### config.mk
export PLATFORM = sky130hd
export DESIGN_NAME = xres_filter_array
export DESIGN_NICKNAME = d
export VERILOG_FILES = /design/src/rtl/xres_filter_pkg.sv /design/src/rtl/xres_filter_chan.sv /design/src/rtl/xres_filter_array.sv
export SDC_FILE = /design/constraint.sdc
export NUM_CORES = 1
export LEC_CHECK = 0
export CAP_MARGIN = 20
export CORE_MARGIN = 5
export CORE_UTILIZATION = 59
export CTS_CLUSTER_SIZE = 25
export DETAILED_ROUTE_END_ITERATION = 6
export PLACE_DENSITY = 0.87
export SYNTH_ARGS = -nofsm -noshare
export SYNTH_HDL_FRONTEND = slang
export SYNTH_SLANG_ARGS = --single-unit
### constraint.sdc
create_clock -name clk -period 5.4 [get_ports clk]
set_clock_uncertainty 0.1 [all_clocks]
set_input_delay 0.54 -clock clk [delete_from_list [all_inputs] [get_ports clk]]
set_output_delay 0.54 -clock clk [all_outputs]
set_load 0.01 [all_outputs]
### src/rtl/xres_filter_pkg.sv
// Shared types and constants for the reset-pad filter array.
//   state_e     : per-channel qualification FSM states
//   CNT_W       : width of the per-channel qualify/stretch counter and the warning counter
//   DEF_*       : parameter defaults used by xres_filter_array and xres_filter_chan
package xres_filter_pkg;

  localparam int CNT_W = 8;
  localparam logic [CNT_W-1:0] CNT_MAX = '1;

  localparam int DEF_NCH          = 2;
  localparam int DEF_FILT_CYC     = 16;
  localparam int DEF_WARN_MIN_CYC = 4;
  localparam int DEF_STRETCH_CYC  = 8;

  typedef enum logic [1:0] {
    ST_IDLE    = 2'd0,
    ST_QUAL    = 2'd1,
    ST_ASSERT  = 2'd2,
    ST_STRETCH = 2'd3
  } state_e;

endpackage

### src/rtl/xres_filter_chan.sv
// One reset-pad channel: source mux, 2-flop synchronizer, qualify/stretch FSM,
// warning pulse and saturating warning counter.
//   clk, reset   : clock, synchronous active-high reset
//   pad_n        : raw active-low pad level (async)
//   filt_in      : externally filtered active-low level (async)
//   inp_sel      : 0 = qualify pad_n here, 1 = take filt_in without qualification
//   enable       : 0 forces the channel idle (reset released)
//   clear_warn   : clears the warning counter
//   xres_n       : registered filtered active-low reset
//   xres_n_nxt   : next-state value of xres_n, for the array-wide AND
//   warn_pulse   : one-cycle pulse per rejected pulse of width >= WARN_MIN_CYC
//   warn_cnt     : saturating count of warn_pulse
module xres_filter_chan
  import xres_filter_pkg::*;
#(
  parameter int FILT_CYC     = DEF_FILT_CYC,
  parameter int WARN_MIN_CYC = DEF_WARN_MIN_CYC,
  parameter int STRETCH_CYC  = DEF_STRETCH_CYC
) (
  input  logic             clk,
  input  logic             reset,
  input  logic             pad_n,
  input  logic             filt_in,
  input  logic             inp_sel,
  input  logic             enable,
  input  logic             clear_warn,
  output logic             xres_n,
  output logic             xres_n_nxt,
  output logic             warn_pulse,
  output logic [CNT_W-1:0] warn_cnt
);

  localparam logic [CNT_W-1:0] FILT_LAST = CNT_W'(FILT_CYC - 1);
  localparam logic [CNT_W-1:0] WARN_MIN  = CNT_W'(WARN_MIN_CYC);
  localparam logic [CNT_W-1:0] STR_LAST  = CNT_W'(STRETCH_CYC);

  logic             sync1, s;
  state_e           state, state_nxt;
  logic [CNT_W-1:0] cnt, cnt_nxt;
  logic             warn_nxt;

  // Source is chosen before synchronizing so both paths share the same metastability guard.
  // NOTE: sequential state is assigned with <= so every flop samples pre-edge values.
  always_ff @(posedge clk) begin
    if (reset) begin
      sync1 <= 1'b1;
      s     <= 1'b1;
    end else begin
      sync1 <= inp_sel ? filt_in : pad_n;
      s     <= sync1;
    end
  end

  // NOTE: every always_comb output gets a default first, so no path can infer a latch.
  always_comb begin
    state_nxt = state;
    cnt_nxt   = cnt;
    warn_nxt  = 1'b0;
    if (!enable) begin
      state_nxt = ST_IDLE;
      cnt_nxt   = '0;
    end else begin
      unique case (state)
        ST_IDLE: begin
          if (!s) begin
            if (inp_sel) begin
              state_nxt = ST_ASSERT;
              cnt_nxt   = '0;
            end else begin
              state_nxt = ST_QUAL;
              cnt_nxt   = CNT_W'(1);
            end
          end
        end
        ST_QUAL: begin
          // Switching to the bypass source abandons qualification silently.
          if (inp_sel) begin
            state_nxt = ST_IDLE;
            cnt_nxt   = '0;
          end else if (!s) begin
            if (cnt == FILT_LAST) begin
              state_nxt = ST_ASSERT;
              cnt_nxt   = '0;
            end else begin
              cnt_nxt = cnt + CNT_W'(1);
            end
          end else begin
            state_nxt = ST_IDLE;
            cnt_nxt   = '0;
            warn_nxt  = (cnt >= WARN_MIN);
          end
        end
        ST_ASSERT: begin
          if (s) begin
            state_nxt = ST_STRETCH;
            cnt_nxt   = CNT_W'(1);
          end
        end
        ST_STRETCH: begin
          if (!s) begin
            state_nxt = ST_ASSERT;
            cnt_nxt   = '0;
          end else if (cnt == STR_LAST) begin
            state_nxt = ST_IDLE;
            cnt_nxt   = '0;
          end else begin
            cnt_nxt = cnt + CNT_W'(1);
          end
        end
        default: begin
          state_nxt = ST_IDLE;
          cnt_nxt   = '0;
        end
      endcase
    end
  end

  assign xres_n_nxt = (state_nxt == ST_IDLE) || (state_nxt == ST_QUAL);

  // NOTE: only control state is reset; there is no memory here that would need exemption.
  always_ff @(posedge clk) begin
    if (reset) begin
      state      <= ST_IDLE;
      cnt        <= '0;
      xres_n     <= 1'b1;
      warn_pulse <= 1'b0;
      warn_cnt   <= '0;
    end else begin
      state      <= state_nxt;
      cnt        <= cnt_nxt;
      xres_n     <= xres_n_nxt;
      warn_pulse <= warn_nxt;
      // The counter accumulates the registered pulse, so a clear in the same
      // cycle as a visible pulse still keeps that one event.
      if (clear_warn) begin
        warn_cnt <= {{(CNT_W-1){1'b0}}, warn_pulse};
      end else if (warn_pulse && (warn_cnt != CNT_MAX)) begin
        warn_cnt <= warn_cnt + CNT_W'(1);
      end
    end
  end

endmodule

### src/rtl/xres_filter_array.sv
// Array of independent reset-pad filter channels plus an array-wide reset.
//   clk, reset    : clock, synchronous active-high reset
//   pad_n_i       : [NCH] raw active-low pad levels
//   filt_in_i     : [NCH] externally filtered active-low levels
//   inp_sel_i     : [NCH] source select per channel (1 = bypass qualification)
//   enable_i      : [NCH] channel enable
//   clear_warn_i  : clears all warning counters
//   xres_n_o      : [NCH] filtered active-low resets
//   xres_any_n_o  : AND of all channel resets, registered with the same latency
//   warn_pulse_o  : [NCH] rejected-pulse warnings
//   warn_cnt_o    : [8*NCH] saturating warning counts, channel k at [8k+7:8k]
module xres_filter_array
  import xres_filter_pkg::*;
#(
  parameter int NCH          = DEF_NCH,
  parameter int FILT_CYC     = DEF_FILT_CYC,
  parameter int WARN_MIN_CYC = DEF_WARN_MIN_CYC,
  parameter int STRETCH_CYC  = DEF_STRETCH_CYC
) (
  input  logic               clk,
  input  logic               reset,
  input  logic [NCH-1:0]     pad_n_i,
  input  logic [NCH-1:0]     filt_in_i,
  input  logic [NCH-1:0]     inp_sel_i,
  input  logic [NCH-1:0]     enable_i,
  input  logic               clear_warn_i,
  output logic [NCH-1:0]     xres_n_o,
  output logic               xres_any_n_o,
  output logic [NCH-1:0]     warn_pulse_o,
  output logic [8*NCH-1:0]   warn_cnt_o
);

  if (NCH < 1 || NCH > 8) begin : g_bad_nch
    $error("xres_filter_array: NCH must be 1..8");
  end
  if (FILT_CYC < 2 || FILT_CYC > 255) begin : g_bad_filt
    $error("xres_filter_array: FILT_CYC must be 2..255");
  end
  if (WARN_MIN_CYC < 1 || WARN_MIN_CYC >= FILT_CYC) begin : g_bad_warn
    $error("xres_filter_array: WARN_MIN_CYC must be 1..FILT_CYC-1");
  end
  if (STRETCH_CYC < 1 || STRETCH_CYC > 255) begin : g_bad_stretch
    $error("xres_filter_array: STRETCH_CYC must be 1..255");
  end

  logic [NCH-1:0] xres_n_nxt;

  for (genvar k = 0; k < NCH; k++) begin : g_chan
    xres_filter_chan #(
      .FILT_CYC     (FILT_CYC),
      .WARN_MIN_CYC (WARN_MIN_CYC),
      .STRETCH_CYC  (STRETCH_CYC)
    ) u_chan (
      .clk        (clk),
      .reset      (reset),
      .pad_n      (pad_n_i[k]),
      .filt_in    (filt_in_i[k]),
      .inp_sel    (inp_sel_i[k]),
      .enable     (enable_i[k]),
      .clear_warn (clear_warn_i),
      .xres_n     (xres_n_o[k]),
      .xres_n_nxt (xres_n_nxt[k]),
      .warn_pulse (warn_pulse_o[k]),
      .warn_cnt   (warn_cnt_o[8*k +: 8])
    );
  end

  // Built from next-state values so the summary reset lines up with xres_n_o.
  always_ff @(posedge clk) begin
    if (reset) begin
      xres_any_n_o <= 1'b1;
    end else begin
      xres_any_n_o <= &xres_n_nxt;
    end
  end

endmodule

==> results.md, run 1 <==
- Post-synth top area share: 37.7%
- Flop-to-flop setup slack: 3.47 ns
- Placement Setup Slack: 2.96 ns
- End point of the critical path: g_chan[1].u_chan.cnt[5]
- Hold Startpoint: g_chan[1].u_chan.sync1
- Avg Synthesized Cell Area: 8.27 sq um
- Wirelength per Cell: 14.1 um
- RSZ-0062 raised after global routing: false
- Most common cell in the synthesized netlist: dfxtp_1
- Initial DRC count: 182
- Nets: 328
- Cts repair resizes: 0
- Synth cell types: 50
- # setup viols final: 0
- Crit path cell chain: clkdlybuf4s50_1 > or3_1 > a41oi_1 > o21ai_1 > a2111oi_2
- Worst path required time: 5.50 ns
- Buf/Inv on CP: 1
- Starting Density: 60.2%
- First-pass GRT wire length: 8.50 mm
- Synth Warn #: 0
- Fmax: 464 MHz
- Final instance area: 0.00280 sq mm
- Seq/Total Area, Yosys: 37.7%
- CTS tree: yes
- Number of iterations in the first detailed-routing pass: 4
- Worst-Margin Slew: 0.449 ns
- Post-DP Area: 0.00268 sq mm
- Vias in the first global route: 1915
- CTS Buf Count: 5
- Final hold violations: 0
- Vias per inst: 5.95
- Worst slew margin: 70.0%
- Post-Syn Instances: 289
- Clk root buf: clkbuf_8
- Main synth FF type: dfxtp_1
- MaxCap Viol Count: 0
- Mapped Area: 0.00239 sq mm
- Setup repair bufs after CTS: 0
- Clock-pin slew on the worst setup and hold paths: 0.09 ns
- GR Util All Layers: 19.7%
- Critical path class: in2reg
- Area Growth Syn to Fin: 17.0%
- Critical Path Source: inp_sel_i[1]
- Setup tns final: 0 ns
- Vias: 2154
- Max Transition Viols Final: 0
- Dpl hpwl: 3.55 mm
- Post-route DRC: 0
- Global route overflow: 0
- Die X-Extent: 73.6 um
- Synth area leaders: dfxtp_1 (38%), nor2_1 (4.2%), a21oi_1 (3.6%), nand2_1 (3.5%), ha_1 (3.1%)
- Tcrit/Tclk final: 39.9%
- RR Startpoint: g_chan[1].u_chan.cnt[4]
- Reg-to-reg endpoint: xres_any_n_o
- Final ANT Viol Nets: 0
- Number of synthesized flops with an enable pin: 0
- Gp weighted congestion: 0.878
- Diodes inserted: 0
- Clock Tree Buf Depth: 2
- Tmin final: 2.15 ns
- Crit path max fanout: 6
- Chip Height: 73.6 um
- Run status: finished, final reports clean
- Crit path DAT: 2.25 ns
- FF-to-FF path depth: 4
- Crit end category: flop
- Largest delay share family, worst path: compound AO/OA/AOI/OAI gates
- H-tree levels: 2
- Core area: 0.00397 sq mm
- Synth async-reset ratio: 0%
- IO Pins: 32
- Slowest cell on the critical path: clkdlybuf4s50_1
- Fin worst setup slack: 3.25 ns
- Fraction of layout cells with a size suffix above 1: 5.77%
- Peak supply drop: 123 uV
- Post-synth top area cell: dfxtp_1
- Critical path depth: 5
- Largest net degree at the start of global routing: 15
- Clock Sinks: 45
- Post-CTS Hold Buffers: 0
- Routed wire length: 5.10 mm
- Most common library cells after synthesis: dfxtp_1 (45), nor2_1 (27), nand2_1 (22)
- Power Density: 229 mW/mm^2
- Lkg Pwr: 1.01 nW
- Die area: 0.00542 sq mm
- Worst Setup Start Kind: input pin
- Slowest stage delay, CP: 0.48 ns
- Clk_lat worst skew: 0.29 ns
- Antenna violations before repair: 0
- Syn_nets: 306
- HP Class: reg2reg
- Total power: 0.639 mW
- Synthesis-stage register bit count: 45
- Cell row count: 23
- Port Buffers: 31
cell families after synthesis:
logic type / Yosys count / synth area share [%]
simple gates: 116 / 25.5
buf+inv: 29 / 5.50
compound gates: 78 / 22.4
mux: 3 / 1.26
fa+ha+maj: 7 / 3.56
xor+xnor: 11 / 4.03
flops: 45 / 37.7
cell type report:
type | count | area, sq um
multi-input combinational | 215 | 1360
tap | 50 | 62.6
inverter | 13 | 48.8
clock inverter | 1 | 30.0
timing repair buffer | 31 | 310
fill | 317 | 1170
sequential | 45 | 901
clock buffer | 7 | 86.3
through the flow:
| stage | hold slack (ns) | utilization (%) | instances |
|---|---|---|---|
| after floorplan | 0.289 | - | 289 |
| after global placement | 0.291 | 67.5 | 354 |
| after detailed placement | 0.302 | 67.5 | 354 |
| after CTS | 0.322 | 70.4 | 362 |
| after global routing | 0.342 | 70.4 | 362 |
| final | 0.313 | 70.4 | 362 |
report_power, final:
group	total [mW]	switching [mW]	internal [mW]
logic	0.0349	0.0183	0.0166
registers	0.341	0.00569	0.335
clock network	0.264	0.113	0.151
total	0.639	0.137	0.503
cell usage in the layout (no fill, tap or decap), types with 3 or more instances in the layout:
cell type	Yosys	final
and4_1	3	3
a31oi_1	5	5
or2_2	4	4
o21ai_0	14	14
ha_1	6	6
o211a_1	4	4
and2_1	6	6
inv_1	13	13
nand3_1	11	11
o221ai_1	3	3
nand3b_1	3	3
o31ai_1	6	6
clkbuf_8	0	6
nor2b_1	8	8
a21oi_1	17	17
clkdlybuf4s50_1	0	31
nor3_1	8	8
nand4_1	5	5
xnor2_1	6	6
nor2_1	27	27
o211ai_1	3	3
dfxtp_1	45	45
xor2_1	5	5
o22ai_1	6	6
and3_1	4	4
o31a_1	3	3
nor4_1	4	4
mux2i_1	3	3
o21a_1	3	3
nand2_1	22	22
routing by layer:
metal	routed length, um	GRT usage, %
met5	0	0
met4	37	7.04
met3	395	4.51
met2	2330	29.9
met1	2340	27.4
worst register-to-register path: stages, from the launching register on:
cell	delay, ns
dfxtp_1	0.38
or4_4	0.58
or3_1	0.41
a31oi_1	0.27
nor2_1	0.08
state kept, by name (all words and copies together) (netlist names):
name / cells
g_chan.u_chan.xres_n: 2
g_chan.u_chan.warn_cnt: 16
g_chan.u_chan.s: 2
xres_any_n_o: 1
g_chan.u_chan.state: 4
g_chan.u_chan.warn_pulse: 2
g_chan.u_chan.cnt: 16
g_chan.u_chan.sync1: 2
worst min path at each step:
stage,endpoint,depth (start not counted),slack (ns)
after floorplan,g_chan[0].u_chan.s,1,0.29
after global placement,g_chan[1].u_chan.s,1,0.29
after detailed placement,g_chan[0].u_chan.s,1,0.30
after CTS,g_chan[0].u_chan.s,1,0.32
after global routing,g_chan[1].u_chan.s,1,0.34
final,g_chan[1].u_chan.s,1,0.31
Power figures use the tool's default switching activity.
==> run 2: changes to the inputs <==
--- a/config.mk
+++ b/config.mk
@@ -7,10 +7,10 @@
 export LEC_CHECK = 0
 export CAP_MARGIN = 20
 export CORE_MARGIN = 5
-export CORE_UTILIZATION = 59
+export CORE_UTILIZATION = 49
 export CTS_CLUSTER_SIZE = 25
 export DETAILED_ROUTE_END_ITERATION = 6
-export PLACE_DENSITY = 0.87
+export PLACE_DENSITY = 0.77
 export SYNTH_ARGS = -nofsm -noshare
 export SYNTH_HDL_FRONTEND = slang
 export SYNTH_SLANG_ARGS = --single-unit
==> constraint.sdc (replaced) <==
create_clock -name clk -period 1.8 [get_ports clk]
set_clock_uncertainty 0.1 [all_clocks]
set_input_delay 0.18 -clock clk [delete_from_list [all_inputs] [get_ports clk]]
set_output_delay 0.18 -clock clk [all_outputs]
set_load 0.01 [all_outputs]
==> run 2 against run 1 <==
Net effect:
- via count grew 6.5%
- critical endpoint is now g_chan[1].u_chan.state[0]
- critical path depth shrank 1
- die area grew 18%
- setup slack lost 3.2 ns
- largest power group unchanged
- cell count grew 14%
- utilization shrank 3.8 points
- combinational power grew to 4.1 times the previous value
- sequential cell count is the same
==> results.md, run 2 (synthesis results as in run 1) <==
- Largest delay share family, worst path: simple AND/OR/NAND/NOR gates
- Nets: 362 (+10%)
- Max Transition Viols Final: 0 (unchanged)
- Die area: 0.00637 sq mm (+18%)
- Clock-pin slew on the worst setup and hold paths: 0.08 ns (about the same)
- Crit path cell chain: or4_4 > o211a_4 > o31a_1 > and2_1
- Tcrit/Tclk final: 99.4%
- Wirelength per Cell: 14.1 um (+0.26%)
- Lkg Pwr: 1.18 nW (+18%)
- Worst slew margin: 69.3% (-0.73 points)
- Commonest non-fill, non-tap cell in the layout: dfxtp_1
- Power Density: 586 mW/mm^2 (+160%)
- Post-route DRC: 0 (unchanged)
- Die X-Extent: 79.8 um (+8.4%)
- Area Growth Syn to Fin: 31.7%
- Antenna violations before repair: 0 (unchanged)
- GR Util All Layers: 18.7% (-1.1 points)
- Buf/Inv on CP: 0 (-1)
- Dpl hpwl: 4.14 mm (+17%)
- Crit path max fanout: 4 (-2)
- Fillers: 399 (+26%)
- Critical Path Source: g_chan[1].u_chan.cnt[7]
- Slowest cell on the critical path: or4_4
- CTS tree: yes
- First-pass GRT wire length: 9.66 mm (+14%)
- Post-CTS Hold Buffers: 0 (unchanged)
- Vias: 2294 (+6.5%)
- CTS Buf Count: 5 (unchanged)
- Clock Sinks: 45 (unchanged)
- Worst path required time: 1.90 ns (-3.60 ns)
- Worst Setup Start Kind: flop
- Cell row count: 25 (+8.7%)
- Global route overflow: 0 (unchanged)
- Setup tns final: 0 ns (unchanged)
- MaxCap Viol Count: 0 (unchanged)
- Vias in the first global route: 2128 (+11%)
- Critical path class: reg2reg
- Starting Density: 50.6% (-9.6 points)
- Clk root buf: clkbuf_8
- Clock Tree Buf Depth: 2 (unchanged)
- RR Startpoint: g_chan[1].u_chan.cnt[7]
- Final ANT Viol Nets: 0 (unchanged)
- Top flop regs: g_chan.u_chan.cnt: 16 flops, g_chan.u_chan.warn_cnt: 16 flops, g_chan.u_chan.state: 4 flops
- Worst-Margin Slew: 0.461 ns (+0.0120 ns)
- Largest net degree at the start of global routing: 15 (unchanged)
- Vias per inst: 5.55 (-6.7%)
- Final core utilization: 66.6% (-3.8 points)
- HP Class: reg2reg
- Gp weighted congestion: 0.881 (+0.28%)
- Peak supply drop: 524 uV (+330%)
- Port Buffers: 31 (unchanged)
- Routed wire length: 5.83 mm (+14%)
- Fmax: 559 MHz
- Slowest stage delay, CP: 0.56 ns (+0.08 ns)
- H-tree levels: 2 (unchanged)
- Final hold violations: 0 (unchanged)
- Crit path DAT: 1.89 ns (-0.36 ns)
- Number of iterations in the first detailed-routing pass: 4 (unchanged)
- IO Pins: 32 (unchanged)
- Diodes inserted: 0 (unchanged)
- Flop-to-flop setup slack: 0.01 ns (-3.46 ns)
- RSZ-0062 raised after global routing: true
- # setup viols final: 0 (unchanged)
- Hold Startpoint: g_chan[1].u_chan.sync1
- Tmin final: 1.79 ns
- Initial DRC count: 113 (-38%)
- Clk_lat worst skew: 0.29 ns (about the same)
- Core area: 0.00472 sq mm (+19%)
- Fraction of layout cells with a size suffix above 1: 18.5% (+13 points)
- Crit end category: flop
- Most frequent cells in the layout: dfxtp_1 (43), buf_4 (34), clkdlybuf4s50_1 (31)
- Run status: finished, final reports clean
- Chip Height: 79.8 um (+8.4%)
-- run 2: layout make-up --
class / instances / area (sq um) / share of cell area (%)
tap: 67 / 83.8 / 2.66
inverter: 13 / 48.8 / 1.55
clock inverter: 1 / 5.00 / 0.159
multi-input combinational: 215 / 1450 / 45.9
timing repair buffer: 65 / 566 / 18.0
clock buffer: 7 / 96.3 / 3.06
sequential: 45 / 903 / 28.7
-- run 2: path summary, 6_finish.rpt --
path | end | cells after the start
worst max-delay path | g_chan[1].u_chan.state[0] | 4
worst min-delay path | g_chan[1].u_chan.s | 1
worst max register to register | g_chan[1].u_chan.state[0] | 4
worst min register to register | g_chan[1].u_chan.s | 1
-- run 2: where the power goes --
group          switching [mW]  internal, mW
Sequential            0.00897          1.01
Clock                   0.340         0.347
Combinational          0.0729        0.0707
Total                   0.422          1.42
-- run 2: layer usage --
metal / track usage, % / part of all wire, % / vias up
met5: 0 / 0 / -
met4: 5.41 / 1.5 / 0
met3: 3.72 / 5.1 / 8
met2: 30.0 / 47 / 61
met1: 25.3 / 47 / 1063
li1: - / - / 1162
-- run 2: per-stage QoR --
stage                     worst slack (ns)  hold slack, ns  instance area (sq um)  total power [mW]  std cells
after global routing               -0.0241           0.327                   3150              1.93        413
final                               0.0113           0.313                   3150              1.85        413
after global placement             -0.0810           0.292                   2950              1.17        404
after detailed placement            -0.120           0.297                   2950              1.17        404
after floorplan                     0.0390           0.198                   2390              1.11        289
after CTS                        -0.000833           0.313                   3070              1.85        412
-- run 2: repair_timing --
| item | 4_1_cts | 5_1_grt |
|---|---|---|
| hold endpoints to repair | 0 | 0 |
| cloned | 0 | 0 |
| buffers inserted | 0 | 1 |
| resized for setup | 3 | 14 |
| setup endpoints to repair | 7 | 10 |
| pin swaps | 3 | 4 |
-- run 2: worst register-to-register path, stage by stage, from the launching register on --
cell and delay, ns:
dfxtp_1 0.33, or4_4 0.56, o211a_4 0.28, o31a_1 0.28, and2_1 0.15
==> run 3: changes to the inputs <==
--- a/config.mk
+++ b/config.mk
@@ -10,7 +10,8 @@
 export CORE_UTILIZATION = 49
 export CTS_CLUSTER_SIZE = 25
 export DETAILED_ROUTE_END_ITERATION = 6
-export PLACE_DENSITY = 0.77
+export HOLD_SLACK_MARGIN = 0.03
+export PLACE_DENSITY = 0.86
 export SYNTH_ARGS = -nofsm -noshare
 export SYNTH_HDL_FRONTEND = slang
 export SYNTH_SLANG_ARGS = --single-unit
==> run 3 against run 2 <==
Net effect:
- the flow now finishes with violations (setup timing)
- sequential power barely moved
- die area did not move
- combinational power about the same
- wire length is 1.2% lower
- non-clock buffer count down 5
- global-route usage fell by 0.42 points
- largest cell class unchanged
==> results.md, run 3 (synthesis results as in run 1) <==
- Post-DP Area: 0.00293 sq mm (-0.76%)
- Largest net degree at the start of global routing: 15 (unchanged)
- Clock Sinks: 45 (unchanged)
- Setup tns final: -0.00304 ns (-0.00304 ns)
- Commonest non-fill, non-tap cell in the layout: dfxtp_1
- Final ANT Viol Nets: 0 (unchanged)
- Worst Setup Start Kind: flop
- Chip Height: 79.8 um (unchanged)
- Port Buffers: 31 (unchanged)
- Starting Density: 50.6% (unchanged)
- Fin worst setup slack: -0.00304 ns (-0.0143 ns)
- Hold Crit Depth: 1 (unchanged)
- Gp weighted congestion: 0.928 (+5.4%)
- IO Pins: 32 (unchanged)
- Fillers: 369 (-7.5%)
- Slowest stage delay, CP: 0.58 ns (+0.02 ns)
- Clock-pin slew on the worst setup and hold paths: 0.08 ns (about the same)
- Cell row count: 25 (unchanged)
- Fraction of layout cells with a size suffix above 1: 17.6% (-0.90 points)
- Tmin final: 1.80 ns (+0.0143 ns)
- Post-route DRC: 0 (unchanged)
- Number of iterations in the first detailed-routing pass: 4 (unchanged)
- Crit path cell chain: or4_4 > or3_4 > a31oi_4 > nor2_1
- Global route overflow: 0 (unchanged)
- RSZ-0062 raised after global routing: true
- Reg-to-reg endpoint: xres_any_n_o
- GR Util All Layers: 18.3% (-0.42 points)
- Crit path max fanout: 4 (unchanged)
- Flop-to-flop setup slack: -0.003 ns (about the same)
- Post-CTS Hold Buffers: 0 (unchanged)
- Wirelength per Cell: 14.1 um (about the same)
- Die X-Extent: 79.8 um (unchanged)
- Critical Path Source: g_chan[1].u_chan.cnt[5]
- Initial DRC count: 107 (-5.3%)
- Dpl hpwl: 4.17 mm (+0.70%)
- Hold Startpoint: g_chan[1].u_chan.sync1
- Core area: 0.00472 sq mm (unchanged)
- Critical path class: reg2reg
- Clk root buf: clkbuf_8
- Antenna violations before repair: 0 (unchanged)
- Clk_lat worst skew: 0.29 ns (about the same)
- Violated checks: setup timing
- Worst-Margin Slew: 0.473 ns (+0.0127 ns)
- RR Startpoint: g_chan[1].u_chan.cnt[5]
- Lkg Pwr: 1.16 nW (-2.0%)
- Nets: 357 (-1.4%)
- Tcrit/Tclk final: 100% (+0.79 points)
- HP Class: reg2reg
- Top flop regs: g_chan.u_chan.cnt: 16 flops, g_chan.u_chan.warn_cnt: 16 flops, g_chan.u_chan.state: 4 flops
- CTS Buf Count: 5 (unchanged)
- Largest delay share family, worst path: simple AND/OR/NAND/NOR gates
- Area Growth Syn to Fin: 31.0%
- Vias per inst: 5.70 (+2.7%)
- FF-to-FF path depth: 4 (unchanged)
- Crit path DAT: 1.89 ns (about the same)
- # setup viols final: 1 (+1)
- Diodes inserted: 0 (unchanged)
- Crit end category: flop
- Most frequent cells in the layout: dfxtp_1 (42), clkdlybuf4s50_1 (31), nor2_1 (27), buf_4 (27), nand2_1 (22)
- Slowest cell on the critical path: or4_4
- Vias in the first global route: 2132 (+0.19%)
- CTS tree: yes
- Vias: 2327 (+1.4%)
- Routed wire length: 5.76 mm (-1.2%)
- Setup repair bufs after CTS: 0 (unchanged)
- Run status: finished with violations
- Power Density: 587 mW/mm^2 (about the same)
- Total power: 1.84 mW (-0.49%)
- Max Transition Viols Final: 0 (unchanged)
- Placement Setup Slack: -0.139 ns (-0.0188 ns)
- Buf/Inv on CP: 0 (unchanged)
- Final instance area: 0.00313 sq mm (-0.56%)
- First-pass GRT wire length: 9.32 mm (-3.5%)
- Clock Tree Buf Depth: 2 (unchanged)
- Worst path required time: 1.88 ns (-0.02 ns)
- H-tree levels: 2 (unchanged)
- Hold Path End: g_chan[1].u_chan.s
- MaxCap Viol Count: 0 (unchanged)
- Worst slew margin: 68.4% (-0.84 points)
- Die area: 0.00637 sq mm (unchanged)
- Final hold violations: 0 (unchanged)
- Fmax: 555 MHz (-0.79%)
- Final core utilization: 66.3% (-0.37 points)
- Peak supply drop: 482 uV (-8.1%)
run 3: worst max path at each step:
stage | end | cells past startpoint
detailed placement | g_chan[0].u_chan.xres_n | 5
floorplan | xres_any_n_o | 5
global placement | g_chan[0].u_chan.xres_n | 5
CTS | g_chan[0].u_chan.xres_n | 4
global route | xres_any_n_o | 4
finish | xres_any_n_o | 4
run 3: report_power, final:
part	internal [mW]	switching (mW)	leakage, nW
combinational	0.0709	0.0744	0.742
sequential	1.01	0.00886	0.365
clock	0.347	0.330	0.0542
run 3: final cells by class:
class / instances / area, sq um / share of cell area (%)
clock buffer: 7 / 96.3 / 3.08
clock inverter: 1 / 5.00 / 0.160
inverter: 13 / 48.8 / 1.56
multi-input combinational: 215 / 1460 / 46.5
sequential: 45 / 905 / 28.9
tap: 67 / 83.8 / 2.68
timing repair buffer: 60 / 536 / 17.1
run 3: through the flow:
stage / hold slack [ns] / cells
after floorplan: 0.198 / 289
after global placement: 0.298 / 401
after detailed placement: 0.300 / 401
after CTS: 0.321 / 409
after global routing: 0.346 / 408
final: 0.316 / 408
run 3: per-layer routing:
metal | GRT usage (%) | share of wire (%) | vias up
li1 | - | - | 1157
met1 | 21.6 | 44 | 1078
met2 | 31.6 | 48 | 82
met3 | 4.29 | 6.0 | 10
met4 | 7.43 | 1.8 | 0
met5 | 0 | 0 | -
run 3: timing repair:
action                                  CTS  global route
endpoints found under the setup margin    6            15
resized for setup                         2            19
pin swaps                                 3             7
